--- src/rtl/fpu_operand_issue.sv ---
// Issue stage for the single-precision add/sub datapath: operand FIFO, registered
// output slot, IEEE-754 special-operand classification and a sticky invalid flag.
module fpu_operand_issue #(
  parameter int DEPTH = 4
) (
  input  logic                     i_clk,
  input  logic                     i_rst,
  input  logic                     i_valid,
  output logic                     o_ready,
  input  logic [31:0]              i_32_a,
  input  logic [31:0]              i_32_b,
  input  logic                     i_add_sub,
  output logic                     o_valid,
  input  logic                     i_ready,
  output logic [31:0]              o_32_a,
  output logic [31:0]              o_32_b,
  output logic                     o_add_sub,
  output logic                     o_bypass,
  output logic [31:0]              o_32_bypass,
  output logic [$clog2(DEPTH):0]   o_count,
  output logic                     o_inv_flag,
  input  logic                     i_clr_flags
);

  localparam int AW = $clog2(DEPTH);
  localparam logic [AW:0]   CNT_ONE   = (AW+1)'(1);
  localparam logic [AW:0]   DEPTH_CNT = (AW+1)'(DEPTH);
  localparam logic [AW-1:0] PTR_ONE   = AW'(1);
  localparam logic [31:0]   QNAN      = 32'h7FC0_0000;
  localparam logic          SLOT_EMPTY = 1'b0;
  localparam logic          SLOT_HELD  = 1'b1;

  // Each entry is {add_sub, a, b}
  logic [64:0]   mem [DEPTH];
  logic [AW-1:0] wr_ptr_reg, rd_ptr_reg;
  logic [AW:0]   count_reg, count_next;
  logic          ready_reg;
  logic          state_reg;
  logic [31:0]   a_reg, b_reg, bypass_res_reg;
  logic          add_sub_reg, bypass_reg, inv_flag_reg;

  logic          push, load;
  logic [64:0]   head;
  logic [31:0]   head_a, head_b;
  logic          head_op, sb;
  logic [31:0]   opnd [2];
  logic [1:0]    op_zero, op_inf, op_nan;
  logic          cls_bypass, cls_inv;
  logic [31:0]   cls_result;

  assign push = i_valid && ready_reg;
  assign load = (count_reg != '0) && ((state_reg == SLOT_EMPTY) || i_ready);

  assign head    = mem[rd_ptr_reg];
  assign head_op = head[64];
  assign head_a  = head[63:32];
  assign head_b  = head[31:0];
  assign opnd[0] = head_a;
  assign opnd[1] = head_b;

  // Denormals share the zero class: the datapath flushes them.
  for (genvar gi = 0; gi < 2; gi++) begin : g_cls
    assign op_zero[gi] = (opnd[gi][30:23] == 8'h00);
    assign op_inf[gi]  = (opnd[gi][30:23] == 8'hFF) && (opnd[gi][22:0] == 23'd0);
    assign op_nan[gi]  = (opnd[gi][30:23] == 8'hFF) && (opnd[gi][22:0] != 23'd0);
  end

  always_comb begin
    sb         = head_b[31] ^ head_op;
    cls_bypass = 1'b1;
    cls_inv    = 1'b0;
    cls_result = '0;
    if (|op_nan) begin
      cls_result = QNAN;
    end else if ((&op_inf) && (head_a[31] != sb)) begin
      cls_result = QNAN;
      cls_inv    = 1'b1;
    end else if (op_inf[0]) begin
      cls_result = {head_a[31], 8'hFF, 23'd0};
    end else if (op_inf[1]) begin
      cls_result = {sb, 8'hFF, 23'd0};
    end else if (&op_zero) begin
      cls_result = {head_a[31] & sb, 31'd0};
    end else if (op_zero[0]) begin
      cls_result = {sb, head_b[30:0]};
    end else if (op_zero[1]) begin
      cls_result = head_a;
    end else begin
      cls_bypass = 1'b0;
    end
  end

  always_comb begin
    count_next = count_reg;
    if (push && !load)
      count_next = count_reg + CNT_ONE;
    else if (!push && load)
      count_next = count_reg - CNT_ONE;
  end

  always_ff @(posedge i_clk) begin
    if (push)
      mem[wr_ptr_reg] <= {i_add_sub, i_32_a, i_32_b};
  end

  always_ff @(posedge i_clk) begin
    if (i_rst) begin
      wr_ptr_reg     <= '0;
      rd_ptr_reg     <= '0;
      count_reg      <= '0;
      ready_reg      <= 1'b1;
      state_reg      <= SLOT_EMPTY;
      a_reg          <= '0;
      b_reg          <= '0;
      add_sub_reg    <= 1'b0;
      bypass_reg     <= 1'b0;
      bypass_res_reg <= '0;
      inv_flag_reg   <= 1'b0;
    end else begin
      if (push)
        wr_ptr_reg <= wr_ptr_reg + PTR_ONE;
      if (load)
        rd_ptr_reg <= rd_ptr_reg + PTR_ONE;
      count_reg <= count_next;
      // Ready is precomputed from next occupancy so a full FIFO never accepts.
      ready_reg <= (count_next < DEPTH_CNT);
      if (load) begin
        state_reg      <= SLOT_HELD;
        a_reg          <= head_a;
        b_reg          <= head_b;
        add_sub_reg    <= head_op;
        bypass_reg     <= cls_bypass;
        bypass_res_reg <= cls_result;
      end else if (i_ready) begin
        state_reg <= SLOT_EMPTY;
      end
      if (load && cls_inv)
        inv_flag_reg <= 1'b1;
      else if (i_clr_flags)
        inv_flag_reg <= 1'b0;
    end
  end

  assign o_ready     = ready_reg;
  assign o_valid     = state_reg;
  assign o_32_a      = a_reg;
  assign o_32_b      = b_reg;
  assign o_add_sub   = add_sub_reg;
  assign o_bypass    = bypass_reg;
  assign o_32_bypass = bypass_res_reg;
  assign o_count     = count_reg;
  assign o_inv_flag  = inv_flag_reg;

endmodule

--- config.mk ---
export PLATFORM = sky130hd
export DESIGN_NAME = fpu_operand_issue
export DESIGN_NICKNAME = d
export VERILOG_FILES = /design/src/rtl/fpu_operand_issue.sv
export SDC_FILE = /design/constraint.sdc
export NUM_CORES = 1
export LEC_CHECK = 0
export CORE_MARGIN = 5
export CORE_UTILIZATION = 55
export DETAILED_ROUTE_END_ITERATION = 6
export PLACE_DENSITY = 0.79
export SLEW_MARGIN = 20
export SYNTH_ARGS = -nofsm -noshare
export SYNTH_HDL_FRONTEND = slang
export SYNTH_SLANG_ARGS = --single-unit
--- constraint.sdc ---
create_clock -name i_clk -period 3.1 [get_ports i_clk]
set_input_delay 0.465 -clock i_clk [delete_from_list [all_inputs] [get_ports i_clk]]
set_output_delay 0.465 -clock i_clk [all_outputs]
set_load 0.02 [all_outputs]
* Word-level counts from Yosys, hierarchy flattened
Memory sizes are Yosys's and may differ from the RTL's. A register that Yosys moved wholly into a read port is not among the register bits.
Cells that the tools add are included.
** Word-level totals
- Bits in registers :: 108
- Memory bits (writable) :: 260
- Bits of input ports :: 70
- Output and inout port bits :: 104
- Word-level logic and storage cells :: 74
- Memories kept :: 1
** Cells by class
- $add $sub $neg :: 4
- $lt $le $gt $ge :: 1
- Eq/ne operators :: 3
- Muxes and demuxes :: 26
- Bitwise gates (word level) :: 3
- Reduce and logical (&&, ||, !) cells :: 25
** Memory list
- mem :: words 4, bits a word 65, rd ports 1, clocked after Yosys merged registers in 1, wr ports 1, line 34 : logic [64:0] mem [DEPTH];
** Operators with widths (number)
- $mux 32 :: 7
- $logic_not 23->1 :: 2
- $reduce_bool 23->1 :: 2
- $eq 8x8->1 const B :: 2
- $logic_not 8->1 :: 2
- $mux 1 :: 15
- $logic_and 1x1->1 :: 10
- $mux 3 :: 2
- $add 2x1->2 const B :: 2
- $mux 2 :: 2
- $reduce_and 2->1 :: 2
- $reduce_bool 2->1 :: 2
- $add 3x1->3 const B :: 1
- $lt 3x3->1 const B :: 1
- $reduce_bool 3->1 :: 1
- $sub 3x1->3 const B :: 1
- $logic_not 1->1 :: 2
- $reduce_or 2->1 :: 1
- $and 1x1->1 :: 1
- $logic_or 1x1->1 :: 1
- $ne 1x1->1 :: 1
- $not 1->1 :: 1
- $xor 1x1->1 :: 1

* Logic depth before layout (Yosys ltp)
- Word-level depth :: 8
- Depth in mapped cells :: 12
- Mapped depth without buffers :: 11

* Least setup slack after synthesis
OpenSTA, ideal clock, no wires.
- Path type :: register to register
- Start :: register with a tool-made name
- End :: register bypass_res_reg[31] (netlist: o_32_bypass[31])
- Library setup time :: 0.133 ns
- Data arrival time :: 2.608 ns
- Data required time :: 2.967 ns
- Path slack :: 0.359 ns
- Stages on the path, launching flop included :: 11
- Buffers on the path :: 3
- Period minus slack after synthesis :: 2.741 ns
- Cells stage by stage :: dfxtp_1 > buf_2 > clkbuf_1 > buf_2 > mux4_2 > xor2_1 > ha_1 > or3_1 > a221o_1 > o21ai_1 > a211oi_1
** RTL lines
- to (signal assigned) :: line 133 : bypass_res_reg <= cls_result;
- to (decl) :: line 39 : logic [31:0] a_reg, b_reg, bypass_res_reg;

==> results.txt <==
Max incr delay on CP: 600 ps
CTS H-tree depth: 2
Sequential cell area fraction in the yosys report: 0.724
Ys flop type: edfxtp_1
Critical-path maximum fanout: 14
CTS Buffer Depth: 3
Initial Utilization: 0.553
Global route overflow: 0
Setup violations, final: 0
Slack of the critical path: 185 ps
Final Net Count: 1157
Number of distinct library cells after synthesis: 44
Switching Fraction: 0.328
Total number of vias: 8636
Worst EP arrival: 3360 ps
Status: finished, final reports clean
Max FFs per register: 260
Vias in the first global route: 8690
Achievable clock frequency: 0.343 GHz
Worst Setup EP: o_32_bypass[8]$_SDFFE_PP0P_
PortBufs: 173
Crit path max-delay cell type: mux4_2
Clock Skew: 9.97 ps
Psw: 5.45 mW
Tmin final: 2910 ps
First-iteration detailed-routing DRC count: 1055
Final slew viol count: 0
Initial antenna violation count: 3
Power Total: 16.6 mW
Die height: 169 µm
Largest register by flop count: mem
Rel. slew slack: 0.435
First-pass GRT wire length: 51700 µm
MaxCap Viol Count: 0
Core Box Area: 25000 µm²
Comb power frac: 0.325
Worst skew pair latency: 510 ps
Share of cells above drive strength 1: 0.159
DR WL/cell: 24.0 µm
Avg Cell Area, Syn: 15.6 µm²
Register bit total from synthesis: 370
HP Class: primary input to flip-flop
Worst Tran Pin Value: 844 ps
Yosys warning total: 0
Die span in x: 169 µm
P per Cell Area: 952 nW/µm²
Worst Path Buf+Inv: 3
Req. time, crit path: 3540 ps
Largest net degree at the start of global routing: 66
Setup TNS: 0 ps
Crit path capture type: flip-flop
R2R Setup Slk: 190 ps
Root Buffer: clkbuf_16
Delay-heaviest family, CP: simple AND/OR/NAND/NOR gates
First-pass DRT Iterations: 7
Total wire length: 34400 µm
CP startpoint kind: flip-flop
Synthesized instance count: 884
Clk pwr share: 0.275
Final Hold Viols: 0
Die area: 28400 µm²
Routed vias/inst: 6.02
Post-synth EDFFs: 260
DRT antenna net count: 0
# DRC: 0
Critical path, cell by cell: buf_12 -> clkbuf_16 -> mux4_2 -> nor4_1 -> nand2_1 -> nor3_1 -> o2111a_1 -> buf_4 -> a22oi_1 -> nor2_1
Path depth of the worst reg2reg path: 10
DP HPWL: 22200 µm
P&R area growth vs syn: 26.2%
TritonCTS clock tree: done
GPL Wtd Cong: 0.811
Final core occ: 0.698
Peak VDD IR: 688 µV
Pre-CTS WS: 69.7 ps
Internal power: 11.2 mW
Levels on crit path: 10
Placed cell areas: 16100 µm²
Period utilization: 0.940
CTS sink cnt: 370
Total GRT Usage: 0.239
Boundary pin count: 174
Site row count: 58
Mapped Area: 13800 µm²
Net count after synthesis: 964
Clk pin slew, worst setup/hold paths: 70 ps
Cell area after layout: 17400 µm²
Leak: 5.73 nW
CTS Buf Count: 36
R2r endpoint: o_32_bypass[8]$_SDFFE_PP0P_
FFs w/ async S/R, synth: 0
Reg power frac: 0.400
Setup CP Type: flip-flop to flip-flop
Unrepaired setup endpoints after global routing: yes
-- worst min path at each step --
stage | start | endpoint | cells after the start | slack (ps)
6_report | i_rst | o_32_bypass[18]$_SDFFE_PP0P_ | 2 | 420
5_1_grt | i_rst | o_32_bypass[18]$_SDFFE_PP0P_ | 2 | 430
4_1_cts | i_rst | o_32_bypass[18]$_SDFFE_PP0P_ | 2 | 400
3_5_place_dp | o_32_a[6]$_SDFFE_PP0P_ | o_32_a[6]$_SDFFE_PP0P_ | 2 | 450
3_3_place_gp | o_32_a[12]$_SDFFE_PP0P_ | o_32_a[12]$_SDFFE_PP0P_ | 2 | 440
2_1_floorplan | wr_ptr_reg[1]$_SDFFE_PP0P_ | wr_ptr_reg[1]$_SDFFE_PP0P_ | 2 | 470
-- power by group through the flow --
stage	Sequential [mW]	Combinational, mW	Clock [mW]
after floorplan	7.19	2.51	0
after global placement	6.70	5.13	0
after detailed placement	6.74	5.22	0
after CTS	6.65	5.27	4.61
after global routing	6.73	5.73	4.83
final	6.65	5.39	4.57
-- layer usage --
| metal | share of wire | track usage |
|---|---|---|
| met5 | 0.00061 | 0 |
| met4 | 0.029 | 0.0790 |
| met3 | 0.10 | 0.0460 |
| met2 | 0.48 | 0.382 |
| met1 | 0.39 | 0.337 |
-- repair_timing --
action / in CTS / in global routing
hold buffers: 0 / 0
setup endpoints to repair: 0 / 22
buffers inserted: 0 / 2
gates resized for setup: 0 / 6
endpoints found under the hold margin: 0 / 0
-- layout make-up --
type,instances,area [µm²]
Inverter,8,30.0
Antenna cell,1,2.50
Multi-Input combinational cell,455,3580
Clock inverter,21,262
Tap cell,330,413
Fill cell,1591,7530
Sequential cell,370,10000
Clock buffer,44,982
Timing Repair Buffer,206,2150
-- cell families after synthesis --
logic type / share of synthesized area
AO/OA/AOI/OAI: 0.0657
XOR/XNOR: 0.00317
adder cells (fa/ha/maj): 0.00906
buffers and inverters: 0.0198
flip-flops: 0.724
multiplexers: 0.106
AND/OR/NAND/NOR: 0.0718
-- metrics by stage --
step                      hold slack, ps  instances
after floorplan                      469        884
after global placement               442       1366
after detailed placement             447       1366
after CTS                            402       1431
after global routing                 435       1435
final                                416       1435
-- cell usage after synthesis, types with 2 or more instances --
library cell	n	area share
nand4_1	6	0.0027
dfxtp_1	110	0.16
nor2_1	37	0.010
xnor2_1	2	0.0013
nor4_1	10	0.0045
nor2_2	2	0.00091
ha_1	10	0.0091
or2_2	2	0.00091
mux4_2	65	0.11
clkbuf_1	30	0.0082
buf_4	3	0.0016
o21ai_0	4	0.0014
edfxtp_1	260	0.57
buf_2	9	0.0033
buf_1	5	0.0014
a22oi_1	21	0.011
nand2_1	150	0.041
o21ai_1	8	0.0029
buf_6	4	0.0033
nor3_1	6	0.0022
a22o_1	22	0.014
a21oi_1	72	0.026
a211oi_1	10	0.0054
inv_1	7	0.0019
or4_1	3	0.0016
nand2b_1	2	0.00091
xor2_1	3	0.0019
and3_1	4	0.0018
nor3_2	2	0.0014
-- cell usage in the layout (no fill, tap or decap), types with 11 or more instances in the layout --
master	Yosys	final
edfxtp_1	260	260
dfxtp_1	110	108
buf_12	0	11
clkdlybuf4s50_1	0	172
buf_4	3	21
a22o_1	22	22
a22oi_1	21	21
nor2_1	37	37
nand2_1	150	150
clkbuf_16	0	38
mux4_2	65	65
a21oi_1	72	72
No activity file was read; power rests on OpenSTA's default activity.
